[src/rtl/rst_tagtable.sv]
// rst_tagtable: register status table for the Tomasulo/ROB issue stage.
// Each architectural register holds the ROB tag of its in-flight producer
// and a busy flag. Two combinational read ports, one rename write port,
// tag-matched commit clear and a global flush. Entry 0 is never busy.
// Optional checkpoint/restore is enabled by defining RST_CHECKPOINT_EN.
module rst_tagtable #(
  parameter int NREGS  = 32,
  parameter int ADDR_W = 5,
  parameter int TAG_W  = 5
) (
  input  logic              clock,
  input  logic              reset,
  input  logic [ADDR_W-1:0] Rsaddr_rst,
  output logic [TAG_W-1:0]  Rstag_rst,
  output logic              Rsvalid_rst,
  input  logic [ADDR_W-1:0] Rtaddr_rst,
  output logic [TAG_W-1:0]  Rttag_rst,
  output logic              Rtvalid_rst,
  input  logic              Wen_rst,
  input  logic [ADDR_W-1:0] Waddr_rst,
  input  logic [TAG_W-1:0]  Wdata_rst,
  output logic              Wack_rst,
  input  logic              RB_valid_rst,
  input  logic [ADDR_W-1:0] RB_addr_rst,
  input  logic [TAG_W-1:0]  RB_tag_rst,
  input  logic              Flush_rst,
  output logic [ADDR_W:0]   Busycnt_rst
`ifdef RST_CHECKPOINT_EN
  ,
  input  logic              Ckpt_save_rst,
  input  logic              Ckpt_restore_rst
`endif
);

  logic [NREGS-1:0] r_valid;
  logic [TAG_W-1:0] r_tag [NREGS];
  logic             r_wack;

  logic [NREGS-1:0] w_validNext;
  logic [TAG_W-1:0] w_tagNext [NREGS];
  logic             w_rsOk;
  logic             w_rtOk;
  logic             w_wrOk;
  logic             w_rbOk;
  logic             w_block;
  logic             w_wrAccept;
  logic             w_commitHit;
  logic [ADDR_W:0]  w_busyCnt;

  // Address 0 and addresses beyond the table are never backed by an entry.
  assign w_rsOk = (Rsaddr_rst != '0) && (int'(Rsaddr_rst) < NREGS);
  assign w_rtOk = (Rtaddr_rst != '0) && (int'(Rtaddr_rst) < NREGS);
  assign w_wrOk = (Waddr_rst  != '0) && (int'(Waddr_rst)  < NREGS);
  assign w_rbOk = (RB_addr_rst != '0) && (int'(RB_addr_rst) < NREGS);

`ifdef RST_CHECKPOINT_EN
  // Restore outranks flush, which outranks write/commit.
  assign w_block = Flush_rst | Ckpt_restore_rst;
`else
  assign w_block = Flush_rst;
`endif

  assign w_wrAccept  = Wen_rst && w_wrOk && !w_block;
  assign w_commitHit = RB_valid_rst && w_rbOk && !w_block &&
                       r_valid[RB_addr_rst] && (r_tag[RB_addr_rst] == RB_tag_rst);

  // Next table contents: commit clears first so a same-entry write overrides it.
  always_comb begin
    w_validNext = r_valid;
    w_tagNext   = r_tag;
    if (w_commitHit) w_validNext[RB_addr_rst] = 1'b0;
    if (w_wrAccept) begin
      w_validNext[Waddr_rst] = 1'b1;
      w_tagNext[Waddr_rst]   = Wdata_rst;
    end
    if (Flush_rst) w_validNext = '0;
  end

`ifdef RST_CHECKPOINT_EN
  logic [NREGS-1:0] r_shValid;
  logic [TAG_W-1:0] r_shTag [NREGS];
  logic             w_shHit;

  assign w_shHit = RB_valid_rst && w_rbOk && !w_block &&
                   r_shValid[RB_addr_rst] && (r_shTag[RB_addr_rst] == RB_tag_rst);

  // Shadow snapshot; committed producers are retired from it so restore cannot revive them.
  always_ff @(posedge clock or negedge reset) begin
    if (!reset) begin
      r_shValid <= '0;
      for (int i = 0; i < NREGS; i++) r_shTag[i] <= '0;
    end else if (!Ckpt_restore_rst) begin
      if (Ckpt_save_rst) begin
        r_shValid <= w_validNext;
        r_shTag   <= w_tagNext;
      end else if (w_shHit) begin
        r_shValid[RB_addr_rst] <= 1'b0;
      end
    end
  end

  // Table state register, loaded from the shadow on restore.
  always_ff @(posedge clock or negedge reset) begin
    if (!reset) begin
      r_valid <= '0;
      for (int i = 0; i < NREGS; i++) r_tag[i] <= '0;
    end else if (Ckpt_restore_rst) begin
      r_valid <= r_shValid;
      r_tag   <= r_shTag;
    end else begin
      r_valid <= w_validNext;
      r_tag   <= w_tagNext;
    end
  end
`else
  // Table state register.
  always_ff @(posedge clock or negedge reset) begin
    if (!reset) begin
      r_valid <= '0;
      for (int i = 0; i < NREGS; i++) r_tag[i] <= '0;
    end else begin
      r_valid <= w_validNext;
      r_tag   <= w_tagNext;
    end
  end
`endif

  // Write acknowledge, one cycle after an accepted rename.
  always_ff @(posedge clock or negedge reset) begin
    if (!reset) r_wack <= 1'b0;
    else        r_wack <= w_wrAccept;
  end

  assign Wack_rst = r_wack;

  // Read ports return pre-edge state; unbacked addresses read as free with tag 0.
  always_comb begin
    Rstag_rst   = '0;
    Rsvalid_rst = 1'b0;
    Rttag_rst   = '0;
    Rtvalid_rst = 1'b0;
    if (w_rsOk) begin
      Rstag_rst   = r_tag[Rsaddr_rst];
      Rsvalid_rst = r_valid[Rsaddr_rst];
    end
    if (w_rtOk) begin
      Rttag_rst   = r_tag[Rtaddr_rst];
      Rtvalid_rst = r_valid[Rtaddr_rst];
    end
  end

  // Count of busy entries.
  always_comb begin
    w_busyCnt = '0;
    for (int i = 0; i < NREGS; i++) w_busyCnt = w_busyCnt + (ADDR_W+1)'(r_valid[i]);
  end

  assign Busycnt_rst = w_busyCnt;

endmodule

[config.mk]
export PLATFORM = sky130hd
export DESIGN_NAME = rst_tagtable
export DESIGN_NICKNAME = d
export VERILOG_FILES = /design/src/rtl/rst_tagtable.sv
export SDC_FILE = /design/constraint.sdc
export NUM_CORES = 1
export LEC_CHECK = 0
export ABC_AREA = 1
export CORE_AREA = 2 2 192 213
export DETAILED_ROUTE_END_ITERATION = 8
export DIE_AREA = 0 0 194 215
export SYNTH_ARGS = -nofsm -noshare
export SYNTH_HDL_FRONTEND = slang
export SYNTH_SLANG_ARGS = --single-unit
export TNS_END_PERCENT = 30
[constraint.sdc]
create_clock -name clock -period 6.1 [get_ports clock]
set_input_delay 0.61 -clock clock [delete_from_list [all_inputs] [get_ports clock]]
set_output_delay 0.61 -clock clock [all_outputs]
set_load 0.01 [all_outputs]
==> impl_metrics.csv, run 1 <==
group,metric,value,unit
floorplanning,die_x,194,µm
place,place_congestion,0.930,
critical_path,cp_common_cell,"fa_1",
floorplanning,die_h,215,µm
timing,setup_viol,0,
power_and_ir_drop,powerDensity,241,nW/µm²
global_routing,grt_pass1_vias,14200,
global_routing,track_usage,27.6,%
floorplanning,die_area,41700,µm²
logic_synthesis,synthCells,2085,
detailed_routing,drc,0,
place,portBuffers,53,
critical_path,crit_family,"adder cells",
global_routing,antenna_found_initial,0,
final_layout,final_util,38.0,%
detailed_routing,num_vias,14800,
min_path,hold_class,"in2async",
logic_synthesis,synth.distinct_cells,35,
logic_synthesis,synth.area.top_cells,"dfrtp_1 35%, nand2_1 17%, o21ai_0 14%, a21oi_1 4.8%, nor2_1 4.4%",
power_and_ir_drop,p_leak,0.00659,µW
critical_path,reg2reg_slack,3300,ps
detailed_routing,drt_wl_total,57.6,mm
critical_path,path_buf_inv,5,
critical_path,required,5490,ps
run_status,outcome,"completed",
floorplanning,core_area,39700,µm²
clock_network,cts.sinks,193,
clock_network,root_buffer,"clkbuf_16",
final_layout,drive_gt1_share,4.55,%
logic_synthesis,ys.warnings.count,0,
timing,fmax,0.170,GHz
power_and_ir_drop,p_total,3630,µW
timing,final-hold-violation-count,0,
clock_network,cts_buffer_depth,2,
detailed_routing,first_pass_iters,6,
job,drv_cap,0,
clock_network,cts_hold_buf,0,
timing,fin_ws,217,ps
place,dp_slack,333,ps
logic_synthesis,ys_seq_area_share,35.3,%
clock_network,worstSkewPairLatency,470,ps
final_layout,area_delta_synth_final,10.2,%
floorplanning,io_pins,54,
critical_path,criticalPathCategory,"reg2out",
timing,slew_viol_final,0,
global_routing,grt_overflow,0,
logic_synthesis,syn_nets,2151,
detailed_routing,post_drt_wl_per_cell,22.5,µm
final_layout,nNetsFinal,2096,
critical_path,r2r-start,"r_tag[116]",
final_layout,diodes,0,
critical_path,cp_slowest_cell,"fa_1",
power_and_ir_drop,vdd_drop_max,0.203,mV
critical_path,endpoint_kind,"output port",
critical_path,reg2regPathDepth,14,
timing,hold_slack,166,ps
logic_synthesis,avgSynthCellArea,6.57,µm²
timing,period_needed,5880,ps
critical_path,rr_endpoint,"r_valid[11]",
critical_path,critical_path.cell_chain,"fa_1 -> inv_1 -> fa_1 -> inv_1 -> fa_1 -> inv_1 -> fa_1 -> fa_1 -> fa_1 -> inv_1 -> ha_1 -> fa_1 -> clkdlybuf4s50_1",
floorplanning,fp-row-count,77,
timing,skew,15.1,ps
logic_synthesis,yosys.area.top_type,"dfrtp_1",
detailed_routing,ant_nets,0,
logic_synthesis,ys_ff_latch,193,
clock_network,cts_buffers,17,
global_routing,grt_max_degree,77,
final_layout,fillers,4256,
detailed_routing,drt-initial-drc-count,1909,
place,hpwl,38.7,mm
critical_path,critPathLaunchType,"flip-flop",
timing,tightestPinTransition,1140,ps
timing,fin_crit_sh,96.4,%
critical_path,max_stage_delay,530,ps
detailed_routing,via_per_inst,5.81,
timing,slew_headroom,23.5,%
clock_network,htree_num_levels,4,
logic_synthesis,synth_top_cell_area_share,35.3,%
global_routing,grt_pass1_wl,87.9,mm
critical_path,worstPathMaxFanout,5,
clock_network,clk_pin_slew,80,ps
clock_network,cts_tree,"built",
floorplanning,initial_utilization,34.5,%
timing,rsz0062_at_grt,"true",
critical_path,arrival,5270,ps
logic_synthesis,syn-cell-area,13700,µm²
[placed cells by master, fill, tap and decap left out, drive strengths merged]
| master | count |
|---|---|
| nand2 | 633 |
| o21ai | 390 |
| dfrtp | 193 |
| nor2 | 165 |
| inv | 157 |
| a21oi | 130 |
| nand3 | 100 |
| clkdlybuf4s50 | 43 |
| o211ai | 37 |
| buf | 36 |
| fa | 24 |
| clkbuf | 20 |
| nor3 | 18 |
| o22ai | 16 |
| a31oi | 16 |
| nand4 | 14 |
| o221ai | 9 |
| clkinv | 8 |
| ha | 7 |
| a221oi | 6 |
| bufinv | 4 |
| a311oi | 3 |
| clkinvlp | 3 |
| xor2 | 2 |
| o21a | 2 |
| dlymetal6s2s | 2 |
| a2111oi | 1 |
| xnor2 | 1 |
| nand3b | 1 |
| a211oi | 1 |
| dlygate4sd2 | 1 |
[registers in the layout, indices dropped and copies added, names as in the netlist]
register	count
Wack_rst	1
r_tag	160
r_valid	32
[power by group]
group	internal (µW)	switching, µW	total (µW)
logic	257	541	798
clock network	705	566	1270
registers	1430	137	1570
total	2390	1240	3630
[cell usage after synthesis]
cell       instances
clkinv_1           4
o22ai_1           16
a221oi_1           6
ha_1               7
inv_2              6
o221ai_1           9
xnor2_1            1
nand2_1          631
o21ai_0          376
inv_1            148
a2111oi_0          1
nor2_2             2
nor2_4             2
nand3_1          100
dfrtp_1          193
nand3b_1           1
nand4_1           14
o21a_1             2
a21oi_1          130
buf_2             24
o211ai_1          37
nor3_2             7
a31oi_1           16
o21ai_1           14
buf_1              1
a311oi_1           3
buf_6              4
clkbuf_1         126
fa_1              24
nor3_1            11
nor2_1           161
xor2_1             2
a211oi_1           1
nand2_2            2
buf_4              3
[cell type report]
class | instances | area (µm²) | share of cell area (%)
clock inverters | 14 | 203 | 1.34
inverters | 158 | 596 | 3.95
flip-flops and latches | 193 | 4830 | 32.0
well taps | 513 | 642 | 4.25
multi-input cells | 1576 | 7620 | 50.5
clock buffers | 18 | 439 | 2.91
repair buffers | 84 | 768 | 5.09
[per-stage QoR]
stage,area (µm²),setup TNS (ps),instances
after CTS,15100,0,2556
after global placement,14400,0,2523
final,15100,0,2556
after detailed placement,14400,0,2523
after floorplan,13700,0,2085
after global routing,15100,-49.3,2556
[worst max path at each step]
stage / startpoint / endpoint / slack [ps] / cells past startpoint
2_1_floorplan: r_valid[17] / Busycnt_rst[4] / 990 / 16
3_3_place_gp: r_valid[17] / Busycnt_rst[4] / 340 / 17
3_5_place_dp: r_valid[17] / Busycnt_rst[4] / 330 / 17
4_1_cts: r_valid[0] / Busycnt_rst[5] / 10 / 15
5_1_grt: r_valid[17] / Busycnt_rst[4] / -50 / 17
6_report: r_valid[17] / Busycnt_rst[1] / 220 / 13
[layer usage]
metal  vias to the layer above  wire (µm)  GRT usage (%)
met5                         -          0              0
met4                         0       3790           17.4
met3                       184       4780           3.80
met2                       867      25900           43.1
met1                      7044      23100           36.0
li1                       6752          -              -
[kinds of logic (layout without fill, tap and decap cells)]
group / count (synthesis) / after routing / synth area share, %
compound gates: 611 / 611 / 23.9
flops: 193 / 193 / 35.3
fa+ha+maj: 31 / 31 / 4.15
buf+inv: 316 / 274 / 9.18
xor+xnor: 3 / 3 / 0.192
simple gates: 931 / 931 / 27.3
[timing repair]
| action | 4_1_cts | 5_1_grt |
|---|---|---|
| setup endpoints to repair | 3 | 3 |
| setup buffers | 1 | 0 |
| resized for setup | 4 | 4 |
No activity file was read; power rests on OpenSTA's default activity.
==> inputs of run 2 (changes only) <==
--- a/config.mk
+++ b/config.mk
@@ -6,9 +6,13 @@
 export NUM_CORES = 1
 export LEC_CHECK = 0
 export ABC_AREA = 1
+export CELL_PAD_IN_SITES_DETAIL_PLACEMENT = 1
+export CELL_PAD_IN_SITES_GLOBAL_PLACEMENT = 2
 export CORE_AREA = 2 2 192 213
 export DETAILED_ROUTE_END_ITERATION = 8
 export DIE_AREA = 0 0 194 215
+export PLACE_DENSITY_LB_ADDON = 0.1
+export REMOVE_ABC_BUFFERS = 1
 export SYNTH_ARGS = -nofsm -noshare
 export SYNTH_HDL_FRONTEND = slang
 export SYNTH_SLANG_ARGS = --single-unit
==> run 2 against run 1 <==
Effect of this change:
- clock power grew 6%
- critical path depth grew 4
- die area is the same
- setup slack gained 3.9 ps
- critical endpoint is now Busycnt_rst[4]
==> impl_metrics.csv, run 2 (synthesis results as in run 1) <==
group,metric,value,unit
detailed_routing,drt_wl_total,67.4,mm
critical_path,criticalPathCategory,"reg2out",
global_routing,grt_pass1_vias,15200,
critical_path,critical_path.cell_chain,"fa_1 -> inv_1 -> fa_1 -> inv_1 -> fa_1 -> inv_1 -> fa_1 -> fa_1 -> fa_1 -> inv_1 -> ha_1 -> fa_2 -> a21oi_1 -> nor2_1 -> nor2_1 -> xnor2_1 -> clkbuf_2",
global_routing,track_usage,32.5,%
timing,tightestPinTransition,1250,ps
timing,rsz0062_at_grt,"false",
floorplanning,initial_utilization,34.5,%
critical_path,cp_common_cell,"fa_1",
timing,fin_crit_sh,96.4,%
final_layout,mostFrequentLayoutCell,"nand2_1",
critical_path,arrival,5270,ps
final_layout,seq_area,4830,µm²
global_routing,grtUsageMet2,54.2,%
run_status,outcome,"completed",
place,hpwl,45.3,mm
critical_path,reg2regPathDepth,14,
global_routing,grt_pass1_wl,100,mm
global_routing,antenna_found_initial,0,
final_layout,area_delta_synth_final,10.9,%
critical_path,r2r-start,"r_tag[64]",
power_and_ir_drop,vdd_drop_max,0.225,mV
timing,tns,0,ps
floorplanning,fp-row-count,77,
global_routing,grtUsageMet1,42.8,%
final_layout,largest_reg_flops,160,
timing,slew_headroom,16.4,%
final_layout,layout_common_cells,"631 x nand2_1, 376 x o21ai_0, 192 x dfrtp_1",
final_layout,nNetsFinal,2100,
floorplanning,die_x,194,µm
clock_network,cts_buffer_depth,2,
critical_path,rr_endpoint,"r_valid[19]",
detailed_routing,ant_nets,0,
place,dp_slack,271,ps
clock_network,cts_tree,"built",
clock_network,clk_pin_slew,80,ps
place,portBuffers,53,
final_layout,fillers,5152,
power_and_ir_drop,powerDensity,248,nW/µm²
critical_path,critPathLaunchType,"flip-flop",
job,drv_cap,0,
detailed_routing,drc,0,
timing,fin_ws,221,ps
critical_path,worstPathMaxFanout,2,
min_path,hold_class,"in2async",
floorplanning,die_area,41700,µm²
timing,fmax,0.170,GHz
detailed_routing,num_vias,14900,
global_routing,grt_overflow,0,
clock_network,cts_buffers,17,
final_layout,fin_cells,2560,
critical_path,path_buf_inv,5,
global_routing,global_route.usage.met3,3.30,%
final_layout,regMostFlops,"r_tag",
critical_path,reg2reg_slack,3500,ps
critical_path,endpoint_kind,"output port",
clock_network,root_buffer,"clkbuf_16",
timing,setup_viol,0,
floorplanning,core_area,39700,µm²
detailed_routing,first_pass_iters,5,
timing,skew,11.1,ps
clock_network,cts.sinks,193,
place,place_congestion,0.861,
clock_network,htree_num_levels,4,
floorplanning,die_h,215,µm
critical_path,max_stage_delay,540,ps
power_and_ir_drop,p_leak,0.00665,µW
global_routing,busiest_layer,"met2",
clock_network,worstSkewPairLatency,480,ps
global_routing,grt_max_degree,104,
critical_path,required,5490,ps
detailed_routing,drt-initial-drc-count,1272,
final_layout,drive_gt1_share,4.93,%
timing,hold_slack,196,ps
detailed_routing,post_drt_wl_per_cell,26.3,µm
detailed_routing,via_per_inst,5.83,
final_layout,diodes,0,
critical_path,cp_slowest_cell,"fa_1",
final_layout,multi_input_area,7640,µm²
floorplanning,io_pins,54,
critical_path,crit_family,"adder cells",
place,post-place-cells,2526,
timing,period_needed,5880,ps
timing,slew_viol_final,0,
timing,final-hold-violation-count,0,
run 2: cell count changes in the layout (fill, tap and decap cells not counted), sizes merged:
cell / delta
clkinv: +3
inv: -4
dlymetal6s2s: +1
bufinv: +2
clkinvlp: -1
clkdlybuf4s50: -1
buf: +4
run 2: how the worst max path moves through the flow:
stage | from | endpoint | slack, ps | cells past startpoint
global placement | r_valid[17] | Busycnt_rst[4] | 310 | 17
global route | r_valid[17] | Busycnt_rst[4] | 7 | 17
floorplan | r_valid[17] | Busycnt_rst[4] | 990 | 16
CTS | r_valid[21] | Busycnt_rst[5] | 2 | 15
finish | r_valid[17] | Busycnt_rst[4] | 220 | 17
detailed placement | r_valid[17] | Busycnt_rst[4] | 270 | 17
run 2: metal layers:
layer / routed length, µm / share of wire, %
met1: 29700 / 44
met2: 31900 / 47
met3: 3110 / 4.6
met4: 2640 / 3.9
met5: 0 / 0
run 2: what timing repair did:
action,in CTS,in global routing
endpoints found under the setup margin,3,3
pin swaps,2,2
resized for setup,4,10
setup buffers,2,0
hold buffers,0,0
run 2: through the flow:
stage	util [%]	cell area, µm²	power, µW
after detailed placement	36.4	14500	2420
after global routing	38.2	15200	3930
final	38.2	15200	3760
after floorplan	-	13000	1990
after CTS	38.2	15200	3770
after global placement	36.4	14500	2400
run 2: worst register-to-register path: cells and delay by family (launching register included):
family / cells / cell delay (ps)
AOI/OAI and AO/OA: 1 / 70
DFF: 1 / 420
and+or+nand+nor: 13 / 1950
run 2: layout make-up:
class / instances / area share (%)
well taps: 513 / 4.23
inverters: 158 / 3.93
multi-input cells: 1576 / 50.3
repair buffers: 88 / 5.27
clock inverters: 14 / 1.56
flip-flops and latches: 193 / 31.8
clock buffers: 18 / 2.89
run 2: report_power, final:
group / switching (µW) / leakage [µW] / internal (µW)
Clock: 575 / 0.000326 / 780
Sequential: 134 / 0.00250 / 1430
Combinational: 585 / 0.00382 / 259
Total: 1290 / 0.00665 / 2470
==> inputs of run 3 (changes only) <==
--- a/config.mk
+++ b/config.mk
@@ -8,9 +8,10 @@
 export ABC_AREA = 1
 export CELL_PAD_IN_SITES_DETAIL_PLACEMENT = 1
 export CELL_PAD_IN_SITES_GLOBAL_PLACEMENT = 2
-export CORE_AREA = 2 2 192 213
+export CORE_AREA = 2 2 153 267
+export CTS_BUF_LIST = sky130_fd_sc_hd__clkbuf_16
 export DETAILED_ROUTE_END_ITERATION = 8
-export DIE_AREA = 0 0 194 215
+export DIE_AREA = 0 0 155 269
 export PLACE_DENSITY_LB_ADDON = 0.1
 export REMOVE_ABC_BUFFERS = 1
 export SYNTH_ARGS = -nofsm -noshare
==> run 3 against run 2 <==
Effect of this change:
- final cell count is 0.27% lower
- hold slack got worse by 74 ps
- cell area barely moved
- core utilization barely moved
- sequential power hardly changed
- global-route usage up 0.98 points
- register-to-register slack lost 20 ps
- sequential share of layout area about the same
- first-iteration DRC count decreased by 15%
- wire length rose by 2.2%
- count of clock-buffer cells in the layout decreased by 1
- critical path type unchanged
==> impl_metrics.csv, run 3 (synthesis results as in run 1) <==
group,metric,value,unit
run_status,outcome,"completed",
critical_path,endpoint_kind,"output port",
clock_network,clk_pin_slew,90,ps
final_layout,fillers,5102,
floorplanning,initial_utilization,34.5,%
timing,fmax,0.169,GHz
timing,slew_viol_final,0,
power_and_ir_drop,swShare,36.4,%
power_and_ir_drop,p_clk_share,33.5,%
final_layout,drive_gt1_share,5.44,%
floorplanning,io_pins,54,
critical_path,worstPathMaxFanout,2,
job,drv_cap,0,
global_routing,grt_pass1_vias,15200,
final_layout,largest_reg_flops,160,
timing,setup_viol,0,
clock_network,root_buffer,"clkbuf_16",
floorplanning,die_x,155,µm
detailed_routing,num_vias,15100,
power_and_ir_drop,vdd_drop_max,0.183,mV
final_layout,diodes,0,
detailed_routing,drt-initial-drc-count,1076,
critical_path,criticalPathCategory,"reg2out",
timing,tns,0,ps
global_routing,grt_overflow,0,
power_and_ir_drop,p_total,3630,µW
place,place_congestion,0.895,
clock_network,cts.sinks,193,
detailed_routing,via_per_inst,5.90,
final_layout,multi_input_area,7640,µm²
floorplanning,die_area,41700,µm²
critical_path,reg2regPathDepth,14,
detailed_routing,post_drt_wl_per_cell,27.0,µm
final_layout,fin_cells,2553,
final_layout,regMostFlops,"r_tag",
final_layout,final_util,38.2,%
detailed_routing,drt_wl_total,68.9,mm
timing,rsz0062_at_grt,"false",
final_layout,seq_area,4830,µm²
detailed_routing,ant_nets,0,
final_layout,nNetsFinal,2111,
critical_path,arrival,5290,ps
global_routing,antenna_found_initial,0,
clock_network,htree_num_levels,4,
final_layout,mostFrequentLayoutCell,"nand2_1",
final_layout,layout_common_cells,"631 x nand2_1, 376 x o21ai_0, 190 x dfrtp_1",
timing,skew,22.1,ps
place,portBuffers,53,
final_layout,area_delta_synth_final,10.8,%
clock_network,cts_buffers,17,
floorplanning,core_area,39700,µm²
timing,final-hold-violation-count,0,
timing,period_needed,5900,ps
floorplanning,die_h,269,µm
global_routing,grt_max_degree,128,
critical_path,critPathLaunchType,"flip-flop",
power_and_ir_drop,p_leak,0.00666,µW
place,hpwl,47.2,mm
power_and_ir_drop,p_int,2310,µW
clock_network,cts_buffer_depth,2,
timing,slew_headroom,9.20,%
clock_network,cts_hold_buf,0,
final_layout,fin_area,15200,µm²
power_and_ir_drop,netSwitchingPower,1320,µW
power_and_ir_drop,powerDensity,239,nW/µm²
timing,fin_crit_sh,96.8,%
detailed_routing,first_pass_iters,6,
detailed_routing,drc,0,
timing,tightestPinTransition,1360,ps
power_and_ir_drop,combPwrFrac,23.2,%
min_path,hold_class,"in2async",
place,dpl_cell_area,14500,µm²
critical_path,required,5490,ps
global_routing,grt_pass1_wl,101,mm
global_routing,track_usage,33.4,%
clock_network,cts_tree,"built",
clock_network,worstSkewPairLatency,480,ps
floorplanning,fp-row-count,97,
place,post-place-cells,2518,
power_and_ir_drop,seqPwrFrac,43.3,%
[run 3: cell types whose count changed in the layout (fill, tap and decap cells not counted), moves of 2 or more]
cell       before  now
buf_4          34   45
bufinv_16       6    2
clkinv_2        4    2
dfrtp_1       192  190
dfrtp_2         1    3
inv_8           0    5
[run 3: repair_timing]
| item | 4_1_cts | 5_1_grt |
|---|---|---|
| resized for setup | 6 | 9 |
| setup endpoints to repair | 4 | 3 |
| hold endpoints to repair | 0 | 0 |
| pin swaps | 2 | 1 |
| setup buffers | 2 | 1 |
[run 3: cell type report]
type | count | area share (%)
Tap cell | 495 | 4.08
Clock inverter | 15 | 1.15
Inverter | 158 | 3.93
Multi-Input combinational cell | 1576 | 50.4
Clock buffer | 17 | 2.80
Sequential cell | 193 | 31.8
Timing Repair Buffer | 99 | 5.82
[run 3: power groups by stage]
stage / Combinational [µW] / Clock, µW / Sequential (µW)
6_report: 841 / 1220 / 1570
4_1_cts: 838 / 1240 / 1570
2_1_floorplan: 448 / 0 / 1540
3_5_place_dp: 834 / 0 / 1590
5_1_grt: 934 / 1280 / 1590
3_3_place_gp: 815 / 0 / 1590
[run 3: path summary, 6_finish.rpt]
| path | slack, ps | endpoint | startpoint |
|---|---|---|---|
| min | 120 | r_tag[20] | reset |
| min reg2reg | 420 | r_tag[158] | r_tag[158] |
| max | 200 | Busycnt_rst[4] | r_valid[17] |
| max in group asynchronous | 4660 | r_valid[5] | reset |
| max reg2reg | 3480 | r_valid[13] | r_tag[61] |
| min in group clock | 420 | r_tag[158] | r_tag[158] |
[run 3: stage by stage]
step | setup slack (ps) | hold slack (ps)
after CTS | 5.01 | 152
final | 196 | 122
after global placement | 245 | 386
after detailed placement | 212 | 404
after floorplan | 991 | 314
after global routing | 50.8 | 176
[run 3: routing by layer]
metal / routed length [µm] / global-route usage [%] / vias to the layer above
li1: - / - / 6795
met1: 26900 / 38.8 / 7510
met2: 34000 / 57.9 / 541
met3: 3080 / 4.21 / 214
met4: 4910 / 21.8 / 0
met5: 0 / 0 / -
[run 3: worst max-delay path, cell delays in order, from the launching register on]
cell and delay, ps:
dfrtp_1 410, fa_1 530, inv_1 70, fa_1 500, inv_1 50, fa_1 480, inv_1 70, fa_1 480
fa_1 490, fa_1 490, inv_1 40, ha_1 220, fa_2 380, a21oi_1 170, nor2_1 60, nor2_1 110
xnor2_1 120, clkbuf_2 150
